## src/rtl/tut4_verilog_regincr_reg_decr_pipe_if.sv

```systemverilog
// ---------------------------------------------------------------------------
// tut4_verilog_regincr_reg_decr_pipe_if
// Valid/ready bundle for the decrement pipeline: one input channel carrying
// the operand and one output channel carrying the result and underflow flag.
//
// Signals:
//   in_val     producer -> pipe   in_msg is valid
//   in_rdy     pipe -> producer   pipe accepts in_msg this cycle
//   in_msg     producer -> pipe   operand (p_nbits)
//   out_val    pipe -> consumer   out_msg/out_uflow are valid
//   out_rdy    consumer -> pipe   consumer accepts out_msg this cycle
//   out_msg    pipe -> consumer   result (p_nbits)
//   out_uflow  pipe -> consumer   result wrapped below zero
//
// Modports:
//   master  environment side (drives in_*, consumes out_*)
//   slave   pipeline side
// ---------------------------------------------------------------------------
interface tut4_verilog_regincr_reg_decr_pipe_if #(
  parameter int p_nbits = 8
);
  logic               in_val;
  logic               in_rdy;
  logic [p_nbits-1:0] in_msg;
  logic               out_val;
  logic               out_rdy;
  logic [p_nbits-1:0] out_msg;
  logic               out_uflow;

  modport master (
    output in_val, in_msg, out_rdy,
    input  in_rdy, out_val, out_msg, out_uflow
  );

  modport slave (
    input  in_val, in_msg, out_rdy,
    output in_rdy, out_val, out_msg, out_uflow
  );
endinterface

```

## src/rtl/tut4_verilog_regincr_reg_decr_pipe.sv

```systemverilog
// ---------------------------------------------------------------------------
// tut4_verilog_regincr_reg_decr_pipe
// Two-stage valid/ready pipeline that subtracts the constant p_decr from each
// input (modulo 2^p_nbits) and flags results that wrapped below zero.
// S1 registers the operand; S2 registers the difference and the borrow.
// Stalls propagate combinationally from out_rdy so the pipe runs at full
// throughput and empty stages fill regardless of downstream state.
//
// Ports:
//   clk    clock, all state on posedge
//   reset  synchronous active-low reset (clears valid bits and count)
//   bus    valid/ready bundle, slave view
//   count  number of completed output transfers, saturating at 16'hFFFF
// ---------------------------------------------------------------------------
module tut4_verilog_regincr_reg_decr_pipe #(
  parameter int          p_nbits = 8,
  parameter int unsigned p_decr  = 1
) (
  input  logic                                 clk,
  input  logic                                 reset,
  tut4_verilog_regincr_reg_decr_pipe_if.slave  bus,
  output logic [15:0]                          count
);

  // One extra bit so the MSB of the difference is the borrow.
  localparam logic [p_nbits:0] c_decr = (p_nbits+1)'(p_decr);

  logic               s1_val_q,   s1_val_d;
  logic [p_nbits-1:0] s1_data_q,  s1_data_d;
  logic               s2_val_q,   s2_val_d;
  logic [p_nbits-1:0] s2_data_q,  s2_data_d;
  logic               s2_uflow_q, s2_uflow_d;
  logic [15:0]        count_q,    count_d;

  logic               s1_adv;
  logic               s2_adv;
  logic               in_xfer;
  logic               out_xfer;
  logic               load_s2;
  logic [p_nbits:0]   diff;

  always_comb begin
    s2_adv   = !s2_val_q || bus.out_rdy;
    s1_adv   = !s1_val_q || s2_adv;
    in_xfer  = s1_adv && bus.in_val;
    out_xfer = s2_val_q && bus.out_rdy;
    load_s2  = s2_adv && s1_val_q;
    diff     = {1'b0, s1_data_q} - c_decr;

    // A stage that advances takes whatever sits behind it, valid or not,
    // which also clears its valid bit when nothing follows.
    s1_val_d   = s1_adv ? bus.in_val : s1_val_q;
    s1_data_d  = in_xfer ? bus.in_msg : s1_data_q;
    s2_val_d   = s2_adv ? s1_val_q : s2_val_q;
    s2_data_d  = load_s2 ? diff[p_nbits-1:0] : s2_data_q;
    s2_uflow_d = load_s2 ? diff[p_nbits] : s2_uflow_q;

    count_d = count_q;
    if (out_xfer && (count_q != 16'hFFFF)) begin
      count_d = count_q + 16'd1;
    end
  end

  always_ff @(posedge clk) begin
    if (!reset) begin
      s1_val_q <= 1'b0;
      s2_val_q <= 1'b0;
      count_q  <= 16'd0;
    end else begin
      s1_val_q <= s1_val_d;
      s2_val_q <= s2_val_d;
      count_q  <= count_d;
    end
  end

  // Data is qualified by the valid bits, so it needs no reset.
  always_ff @(posedge clk) begin
    s1_data_q  <= s1_data_d;
    s2_data_q  <= s2_data_d;
    s2_uflow_q <= s2_uflow_d;
  end

  assign bus.in_rdy    = s1_adv;
  assign bus.out_val   = s2_val_q;
  assign bus.out_msg   = s2_data_q;
  assign bus.out_uflow = s2_uflow_q;
  assign count         = count_q;

endmodule
```

## src/flat_wrapper.sv

```systemverilog
// flat-port wrapper written by rule: the top's interface ports become plain ports
module tut4_verilog_regincr_reg_decr_pipe_flat 
#(
  parameter int          p_nbits = 8,
  parameter int unsigned p_decr  = 1
)
  (clk, reset, count, bus_in_val, bus_in_msg, bus_out_rdy, bus_in_rdy, bus_out_val, bus_out_msg, bus_out_uflow);
  tut4_verilog_regincr_reg_decr_pipe_if #(.p_nbits(p_nbits)) bus_i ();
  input  logic clk;
  input  logic reset;
  output logic [15:0] count;
  input wire logic [$bits(bus_i.in_val)-1:0] bus_in_val;
  input wire logic [$bits(bus_i.in_msg)-1:0] bus_in_msg;
  input wire logic [$bits(bus_i.out_rdy)-1:0] bus_out_rdy;
  output wire logic [$bits(bus_i.in_rdy)-1:0] bus_in_rdy;
  output wire logic [$bits(bus_i.out_val)-1:0] bus_out_val;
  output wire logic [$bits(bus_i.out_msg)-1:0] bus_out_msg;
  output wire logic [$bits(bus_i.out_uflow)-1:0] bus_out_uflow;
  assign bus_i.in_val = bus_in_val;
  assign bus_i.in_msg = bus_in_msg;
  assign bus_i.out_rdy = bus_out_rdy;
  assign bus_in_rdy = bus_i.in_rdy;
  assign bus_out_val = bus_i.out_val;
  assign bus_out_msg = bus_i.out_msg;
  assign bus_out_uflow = bus_i.out_uflow;
  tut4_verilog_regincr_reg_decr_pipe #(.p_nbits(p_nbits), .p_decr(p_decr)) u_core (.clk(clk), .reset(reset), .bus(bus_i), .count(count));
endmodule
```

## config.mk

```make
export PLATFORM = sky130hd
export DESIGN_NAME = tut4_verilog_regincr_reg_decr_pipe_flat
export DESIGN_NICKNAME = d
export VERILOG_FILES = /design/src/rtl/tut4_verilog_regincr_reg_decr_pipe_if.sv /design/src/rtl/tut4_verilog_regincr_reg_decr_pipe.sv /design/src/flat_wrapper.sv
export SDC_FILE = /design/constraint.sdc
export NUM_CORES = 1
export LEC_CHECK = 0
export ABC_AREA = 1
export CAP_MARGIN = 20
export CORE_AREA = 2 2 62 64
export CTS_CLUSTER_DIAMETER = 80
export CTS_CLUSTER_SIZE = 16
export DETAILED_ROUTE_END_ITERATION = 7
export DIE_AREA = 0 0 64 66
export GPL_TIMING_DRIVEN = 1
export MAX_ROUTING_LAYER = met4
export PLACE_DENSITY = 0.74
export SETUP_SLACK_MARGIN = 0.3
export SYNTH_ARGS = -nofsm -noshare
export SYNTH_HDL_FRONTEND = slang
export SYNTH_SLANG_ARGS = --single-unit
```

## constraint.sdc

```tcl
create_clock -name clk -period 1.66 [get_ports clk]
set_input_delay 0.166 -clock clk [delete_from_list [all_inputs] [get_ports clk]]
set_output_delay 0.166 -clock clk [all_outputs]
set_load 0.03 [all_outputs]
```

; Word-level counts from Yosys, hierarchy flattened
; Cells that the tools add are included.
[word_totals]
word_cells = 17
ff_bits = 35
out_inout_bits = 27
[classes]
add_sub_neg = 2
reduce_logical = 8
n_eq_ne = 1
[op_table]
columns = cell, count
row1 = 16-bit by 1-bit adder with 16-bit output (second input constant), 1
row2 = 16-bit != test (second input constant), 1
row3 = 8-bit by 1-bit subtractor with 9-bit output (second input constant), 1
row4 = 1-bit logical AND, 4
row5 = 1-bit logical NOT, 2
row6 = 1-bit logical OR, 2

; Depth between registers and ports, before layout
[logic_depth]
ltp_word = 4
mapped_depth = 9
depth_no_buf = 9

; Worst setup path after synthesis
; Ideal clock, no wire load.
[synth_timing]
path_kind = register to register
start = register u_core.count_q[0] (netlist: u_core.count[0])
end = register u_core.count_q[6] (netlist: u_core.count[6])
path_stages_with_launch = 8
period_less_slack_ns = 1.598
setup_slack_ns = 0.062
arrival_ns = 1.482
required_time_ns = 1.544
path_buffers = 1
setup_ns = 0.116
cell_sequence = dfxtp_1 > ha_1 > nand3_2 > nor2_4 > nand3_4 > buf_6 > a21oi_1 > nor2_1
[synth_between]
elab_chain_len = 2
word_cells_on_any_way = 3
classes_between = add/sub: 1 / eq/ne: 1 / reduce/logical: 1
[synth_lines]
columns = element, line_no
row1 = start: declaration, tut4_verilog_regincr_reg_decr_pipe.sv:33  ; logic [15:0] count_q, count_d;
row2 = start signal: assignment, tut4_verilog_regincr_reg_decr_pipe.sv:72  ; count_q <= count_d;
row3 = branches (longest 2 deep; another with 16-bit by 1-bit adder with 16-bit output), --
; Several ways; the timed one is not identified.
; A chain may end at the register's enable or synchronous reset.

; Final worst setup path
[layout_timing]
start = register u_core.count_q[1] (netlist: u_core.count[1])
end = register u_core.count_q[4] (netlist: u_core.count[4])
; The elaborated chain is that of the path after synthesis.

==> impl_results.md <==
* Gpl congestion at approximately 0.82
* Pleak at around 0.97 nW
* Global-route usage over all layers at 0.1681
* CP most frequent cell: nand3_4
* Post-route minimum period at around 1.4 ns
* Kind of cell adding the most delay to the critical path: simple AND/OR/NAND/NOR gates
* Maximum clock path buffer count at 2
* Synth cell types at 22
* CP cell instances: ha_4 -> nand3_4 -> nor2_4 -> buf_12 -> nand3_4 -> a21oi_1 -> nor2_1
* DRC Markers at 0
* Post-route ant nets at 0
* CTS tree: yes
* Final WS setup at just over 0.3 ns
* Die X at about 64 um
* Port buffer count at 38
* Slew @ Worst Pin at roughly 0.32 ns
* Max-slew violation count at 0
* Yosys reg bits at 35
* Critical path class: reg2reg
* Flop2flop setup slack at about 0.3 ns
* CTS Buf Count at 5
* Number of global-route vias before repair at between 1k and 1.5k
* Die footprint at 4224 um^2
* FMAX at 736.3 MHz
* Outcome: finished, final reports clean
* First-pass GRT wire length at between 5 and 6 mm
* Final hold vios at 0
* Startpoint types: flop
* VDD IR max at 0.0004401 V
* Synthesis-to-layout area growth at 42.07%
* WL/cell at roughly 12 um
* Synth Net Count at between 200 and 250
* Max-Cap Viols at 0
* CTS hold repair buffers at 0
* M1 WL at around 1.6 mm
* Final std cells w/o fill at around 310
* Post-synthesis area per instance at between 8 and 9 um^2
* Starting density of the core at 0.4799
* # setup viols final at 0
* Vias per std cell at 4.836
* Reg2reg end: u_core.count[4]
* N_diodes at 0
* Die Y at between 60 and 70 um
* DR vias at between 1k and 1.5k
* Io pins at 39
* Share of layout cells above drive strength 1 at 0.2957
* Slowest stage delay, CP at around 0.38 ns
* Final nets at 270
* CP required at about 1.9 ns
* RSZ-0062 raised after global routing: true
* Worst setup EP type: flop
* Power per cell area at approximately 700 nW/um^2
* R2r worst-path depth at 7
* Synth area leaders: edfxtp_1 30%, dfxtp_1 21%, nor2_1 9.7%
* Worst path bufs/invs at 1
* Synth warnings at 0
* DR WL met2 at around 1.7 mm
* Largest area contributor in the netlist: edfxtp_1
* Hpwl dp at between 2 and 2.5 mm
* Drt pass-1 iters at 4
* Worst Hold Class: in2reg
* Filler Cells Inserted at about 300
* Syn Inst Count at between 200 and 250
* WP data arrival at ~1.6 ns
* Slew headroom at 0.7818
* Max Used Layer: met4
* Post-Syn Area at about 1700 um^2
* Top cell type's share of synthesized area at 0.2996
* Clock transition at path regs at ~0.11 ns
* Initial antenna violation count at 0
* Clk sink count at 35
* Setup TNS at 0 ns
* CP Launch Point: u_core.count[1]
* Crit. path cell count at 7
* Cells after DPL at around 290
* Clk_skew at approximately 0.0054 ns
* Area of the core at about 3600 um^2
* CTS root buffer: clkbuf_4
* Sequential area share after synthesis at 0.5110
* # rows at 22
* Worst-Skew Late Latency at around 0.34 ns
* Hold_ws at roughly 0.37 ns
* Fin crit share at 0.8181
* Critical R2R Launch: u_core.count[1]
* CP max FO at 6
* DP Worst Slack at 0.07905 ns
* Total gr overflow at 0
* Starting DRT DRC Count at just over 40
* Crit-path slowest cell: dfxtp_4
* CTS H-tree depth at 2
* WL met3 at 167 um
* Final wirelength at around 3.6 mm
* Hold Path Stages at 1
* Final Util at 0.6818
* Crit path to: u_core.count[4]
* Pin count of the biggest net entering global routing at 18
sequential cells by signal, summed over array words and instances (netlist names):
| signal | count |
|---|---|
| u_core.bus.out_msg | 8 |
| u_core.bus.out_uflow | 1 |
| u_core.bus.out_val | 1 |
| u_core.count | 16 |
| u_core.s1_data_q | 8 |
| u_core.s1_val_q | 1 |
worst min-delay path by stage:
stage | to | from
after floorplan | u_core.s1_data_q[0] | bus_in_msg[0]
after global placement | u_core.bus.out_val | u_core.s1_val_q
after detailed placement | u_core.bus.out_val | u_core.s1_val_q
after CTS | u_core.s1_data_q[5] | bus_in_msg[5]
after global routing | u_core.s1_data_q[5] | bus_in_msg[5]
final | u_core.s1_data_q[5] | bus_in_msg[5]
cell type report:
class                           instances  area (um^2)  share of cell area
Clock buffer                            5        37.54             0.01550
Clock inverter                          3        43.79             0.01809
Inverter                               21        78.83             0.03256
Multi-Input combinational cell        146        868.3              0.3587
Sequential cell                        35        895.9              0.3700
Tap cell                               48        60.06             0.02481
Timing Repair Buffer                   47        436.7              0.1804
synthesized netlist by cell type:
cell type,count
a21oi_1,14
buf_4,1
buf_6,3
dfxtp_1,18
edfxtp_1,17
ha_1,2
inv_1,19
inv_2,2
nand2_1,43
nand2_2,4
nand2_4,1
nand3_1,13
nand3_2,4
nand3_4,1
nor2_1,44
nor2_2,2
nor2_4,3
nor3_1,2
o21ai_0,2
o21ai_1,1
xnor2_1,4
xor2_1,3
timing repair:
item	4_1_cts	5_1_grt
resized for setup	28	29
endpoints found under the hold margin	0	0
gates cloned	1	2
setup buffers	0	7
pin swaps	2	5
endpoints found under the setup margin	38	21
through the flow:
step / area, um^2 / power, mW
CTS: 2227 / 1.731
global placement: 2158 / 1.132
global route: 2421 / 1.790
finish: 2421 / 1.718
detailed placement: 2158 / 1.134
floorplan: 1747 / 1.065
placed cells by master, fill, tap and decap left out, types with 2 or more instances in the layout:
cell type and count:
clkdlybuf4s15_1 2, nand3_2 6, nor2_4 6, nand2_2 6
edfxtp_1 17, nand2_1 41, dfxtp_1 2, buf_4 8
a21oi_1 9, inv_2 2, nand3_4 5, inv_1 19
dfxtp_4 2, dlygate4sd2_1 23, clkbuf_4 5, xnor2_1 4
buf_12 2, nand3_1 10, clkdlybuf4s50_1 11, a21oi_2 5
nor2_1 36, xor2_1 3, nor2_2 7, dfxtp_2 14
kinds of logic after synthesis:
kind of cell / after synthesis / synth area share
AO/OA/AOI/OAI: 17 / 0.04993
XOR/XNOR: 7 / 0.03598
adder cells (fa/ha/maj): 2 / 0.01468
buffers and inverters: 25 / 0.07049
flip-flops: 35 / 0.5110
AND/OR/NAND/NOR: 117 / 0.3179
where the power goes:
group / leakage (nW) / internal [mW] / switching, mW
clock: 0.0452 / 0.317 / 0.294
combinational: 0.604 / 0.0656 / 0.0858
sequential: 0.318 / 0.937 / 0.0186
metal layers:
metal,global-route usage,vias up
li1,-,761
met1,0.2013,674
met2,0.2669,35
met3,0.04770,5
met4,0.07065,0
met5,-,-
Power figures use the tool's default switching activity.
==> RTL change 1 (config.mk and constraints unchanged) <==
Reset style: asynchronous (`reset`), changed in one clocked block. Comments in the files are not updated.
--- a/src/rtl/tut4_verilog_regincr_reg_decr_pipe.sv
+++ b/src/rtl/tut4_verilog_regincr_reg_decr_pipe.sv
@@ -62,5 +62,5 @@
   end
 
-  always_ff @(posedge clk) begin
+  always_ff @(posedge clk or negedge reset) begin
     if (!reset) begin
       s1_val_q <= 1'b0;
Check against the original RTL: differs if reset is asserted again (counterexample within 4 cycles, from zero or initial values and one cycle with reset low); with reset held inactive, the same outputs for 10 cycles.
==> RTL change 1 against the unedited design <==
  * Die area stayed put
  * Routed wire length is 0.84% higher
  * Clock skew is 0.0087 ns higher
  * Cell area down 2.4%
  * Synthesized area is 2.1% higher
  * Sequential cell count did not move
  * Via count fell by 2.2%
  * Critical path depth unchanged
  * Worst setup slack improved by 0.013 ns
Power is not compared: it rests on default switching activity, and its combinational part moved more than twofold at a synthesized area within 25%.
==> RTL change 1: results (changes against the unedited design) <==
final net count=264 (-2.2%); dpl cell area=0.002246 mm² (+4.1%); Post-Place Worst Slack=0.04030 ns (-0.03875 ns); routed length on met1=1519 µm (-7.9%); Top FF cell, synth=dfrtp_1; R2R Path Start=u_core.count[0]; Clock Latency Late Sink=0.35 ns; Ant. Diodes=0 (unchanged); pin count of the biggest net entering global routing=19 (+1); Final Non-Filler Cells=299 (-2.0%); total track usage=19.59% (+2.8 points); Max rail drop VDD=0.0005911 V; vias=1442 (-2.2%); Setup-failing EPs final=0 (unchanged); Post-synth top cells=76 x nand2_1, 24 x nor2_1, 20 x inv_1, 18 x dfrtp_1, 17 x edfxtp_1; cell count after synthesis=200 (-1.5%); WL met3=168 µm (+0.60%); reg2reg end=u_core.count[2]; asr flop ratio synth=51.43% (+51 points); worst setup path class=flop to flop; # port buffers=38 (unchanged); minimum clock period=1.346 ns (-0.01255 ns); Net Count, Synth=214 (-1.4%); Seq/Total Area, Yosys=55.25% (+4.2 points); Reg clk slew, reported paths=0.12 ns; global routing usage on met2=31.38% (+4.7 points); setup TNS=0 ns (unchanged); CP peak stage delay=0.43 ns (+0.05 ns); post-CTS sizing=44 (+57%); CP arrival=1.61 ns (+0.02 ns); DR pass1 iterations=5 (+1); Critical-path top delay cell=dfrtp_2; dpl hpwl=2578 µm (+17%); min-delay worst type=input port to asynchronous set/reset pin; vias in the first global route=1345 (+10%); Initial DRC Count=101 (+150%); slew margin rel.=78.93% (+0.75 points); crit-path max FO=8 (+2); Routed WL=3588 µm (+0.84%); share of cells above drive strength 1=27.89% (-1.7 points); WL met2=1847 µm (+8.6%); largest cells by area after synthesis=edfxtp_1 29%, dfrtp_1 26%, nand2_1 16%; outcome=complete, no violations; met1 Usage GRT=24.20% (+4.1 points); Synth cell types=21 (-4.5%); grt met3 use=4.770% (unchanged); Final GP Congestion=0.8028 (-2.2%); Worst Skew=0.01417 ns (+0.008738 ns); first-pass GRT wire length=6120 µm (+16%); final hold viol count=0 (unchanged); Fin Hold WS=0.1390 ns (-0.2358 ns)
## RTL change 1: cell count changes in the layout (fill, tap and decap cells not counted), sizes merged, moves of 13 or more
cell,delta
dlygate4sd2,-13
nand2,+29
dfrtp,+18
nor2,-23
a21oi,-13
dfxtp,-18
## RTL change 1: cells by family after synthesis
kind of cell               count (synthesis)  share of synthesized area (%)
adders and majority gates                  2                          1.439
DFF                                       35                          55.25
xor gates and xnor gates                  10                          5.036
buffers and inverters                     23                          5.396
and+or+nand+nor                          128                          32.30
AOI/OAI and AO/OA                          2                         0.5750
## RTL change 1: layout make-up
type	count	area (µm²)
fill	292	1189
sequential	35	978.4
multi-input combinational	144	839.6
timing repair buffer	42	344.1
inverter	22	82.58
tap	48	60.06
clock buffer	5	37.54
clock inverter	3	20.02
## RTL change 1: where the power goes
group,switching [mW],internal (mW)
combinational,0.345,0.216
sequential,0.120,1.03
clock,0.300,0.162
total,0.765,1.41
==> RTL change 2 (config.mk and constraints unchanged) <==
Without the edit above. Put one more register stage on the output `count`. The value now appears one clock later. The other outputs are not delayed to match.
--- a/src/rtl/tut4_verilog_regincr_reg_decr_pipe.sv
+++ b/src/rtl/tut4_verilog_regincr_reg_decr_pipe.sv
@@ -85,5 +85,7 @@
   assign bus.out_msg   = s2_data_q;
   assign bus.out_uflow = s2_uflow_q;
-  assign count         = count_q;
+  always_ff @(posedge clk) begin
+    count <= count_q;
+  end
 
 endmodule
Behaviour: not the same (Yosys sat finds a counterexample within 4 cycles, from zero or initial values and one cycle with reset low).
==> RTL change 2 against the unedited design <==
  * Total power increased by 35%
  * Cell area rose by 13%
  * Synthesized area grew 14%
  * Sequential share of layout area is 7.9 points higher
  * Routed wire length increased by 7.5%
  * Critical path depth down 3
  * Count of clock-buffer cells in the layout grew 1
  * Worst setup slack worse by 0.045 ns
  * Synthesized cell count up 0.49%
  * Sequential cell count rose by 16
  * Highest routed layer unchanged
==> RTL change 2: results (changes against the unedited design) <==
outcome=complete, no violations; crit-path max FO=3 (-3); Synth Area in Adders=1.286% (-0.18 points); Final GP Congestion=0.8242 (+0.40%); Compound-Gate Fraction of Synth Area=5.016% (+0.023 points); Net Count, Synth=218 (+0.46%); # Post-CTS Setup Buffers=5 (+5); Reg clk slew, reported paths=0.14 ns (+0.03 ns); share of cells above drive strength 1=30.77% (+1.2 points); first-pass GRT wire length=6216 µm (+17%); Fin Hold WS=0.3447 ns (-0.03003 ns); total track usage=20.09% (+3.3 points); placed cell count=293 (+2.1%); Initial DRC Count=35 (-15%); Seq/Total Area, Yosys=61.22% (+10 points); vias=1506 (+2.1%); cell count after synthesis=204 (+0.49%); Register-to-Register Path Depth=4 (-3); R2R Path Start=u_core.s1_data_q[2]; Worst Skew=0.01544 ns (+0.01001 ns); DR pass1 iterations=4 (unchanged); Slew Viols, Final=0 (unchanged); vias in the first global route=1444 (+18%); Critical-path top delay cell=edfxtp_1; Post-Place Worst Slack=0.07397 ns (-0.005076 ns); r2r setup slk=0.26 ns (-0.04 ns); P_leak=1.094 nW (+13%); Psw=0.4628 mW (+16%); CP peak stage delay=0.47 ns (+0.09 ns); Post-synth top cells=38 x nand2_1, 34 x dfxtp_1, 34 x nor2_1, 17 x edfxtp_1, 15 x inv_1; CP arrival=1.54 ns (-0.05 ns); routed len/inst=12.42 µm (+6.4%); Max rail drop VDD=0.0007956 V (+81%); dpl hpwl=2507 µm (+13%); slew margin rel.=74.99% (-3.2 points); XOR/XNOR Fraction of Synth Area=3.151% (-0.45 points); largest cells by area after synthesis=dfxtp_1 35%, edfxtp_1 26%, nand2_1 7.3%; pin count of the biggest net entering global routing=16 (-2); Synth cell types=23 (+4.5%); post-CTS sizing=41 (+46%); dpl cell area=0.002431 mm² (+13%); final net count=273 (+1.1%)
## RTL change 2: cell count changes after synthesis, moves of 2 or more
cell     before  now
buf_6         3    1
dfxtp_1      18   34
inv_1        19   15
nand2_1      43   38
nand3_1      13   11
nand4_1       0    2
nor2_1       44   34
nor3_1        2    6
## RTL change 2: worst reg2reg max path: cells and delay by family, from the launching register on
family,cells,cell delay (ns)
XOR/XNOR,1,0.14
flip-flops,1,0.47
AND/OR/NAND/NOR,3,0.57
## RTL change 2: area by class of cell
type                    count  area, µm²  area share [%]
well taps                  48      60.06           2.203
multi-input cells         135      845.8           31.02
clock inverters             2      60.06           2.203
clock buffers               6      41.29           1.514
repair buffers             49      429.2           15.74
inverters                  17      66.31           2.432
flip-flops and latches     51       1224           44.88
## RTL change 2: power by group through the flow
stage | sequential [mW] | combinational, mW | clock (mW)
finish | 1.34 | 0.152 | 0.831
global route | 1.34 | 0.165 | 0.899
CTS | 1.34 | 0.149 | 0.848
detailed placement | 1.37 | 0.153 | 0
global placement | 1.37 | 0.150 | 0
floorplan | 1.40 | 0.0508 | 0
## RTL change 2: how the worst min path moves through the flow
| stage | startpoint | endpoint | depth (start not counted) |
|---|---|---|---|
| final | bus_in_msg[4] | u_core.s1_data_q[4] | 1 |
| after global placement | u_core.count_q[15] | u_core.count[15] | 0 |
| after floorplan | bus_in_msg[0] | u_core.s1_data_q[0] | 0 |
| after CTS | bus_in_msg[4] | u_core.s1_data_q[4] | 1 |
| after global routing | bus_in_msg[4] | u_core.s1_data_q[4] | 1 |
| after detailed placement | u_core.count_q[15] | u_core.count[15] | 0 |
## RTL change 2: layer usage
metal  GRT usage [%]  up-vias  routed length, µm
met5               -        -                  0
met4           9.511        0                106
met3           5.281        8                153
met2           34.11       35               1939
met1           22.11      685               1624
li1                -      778                  -
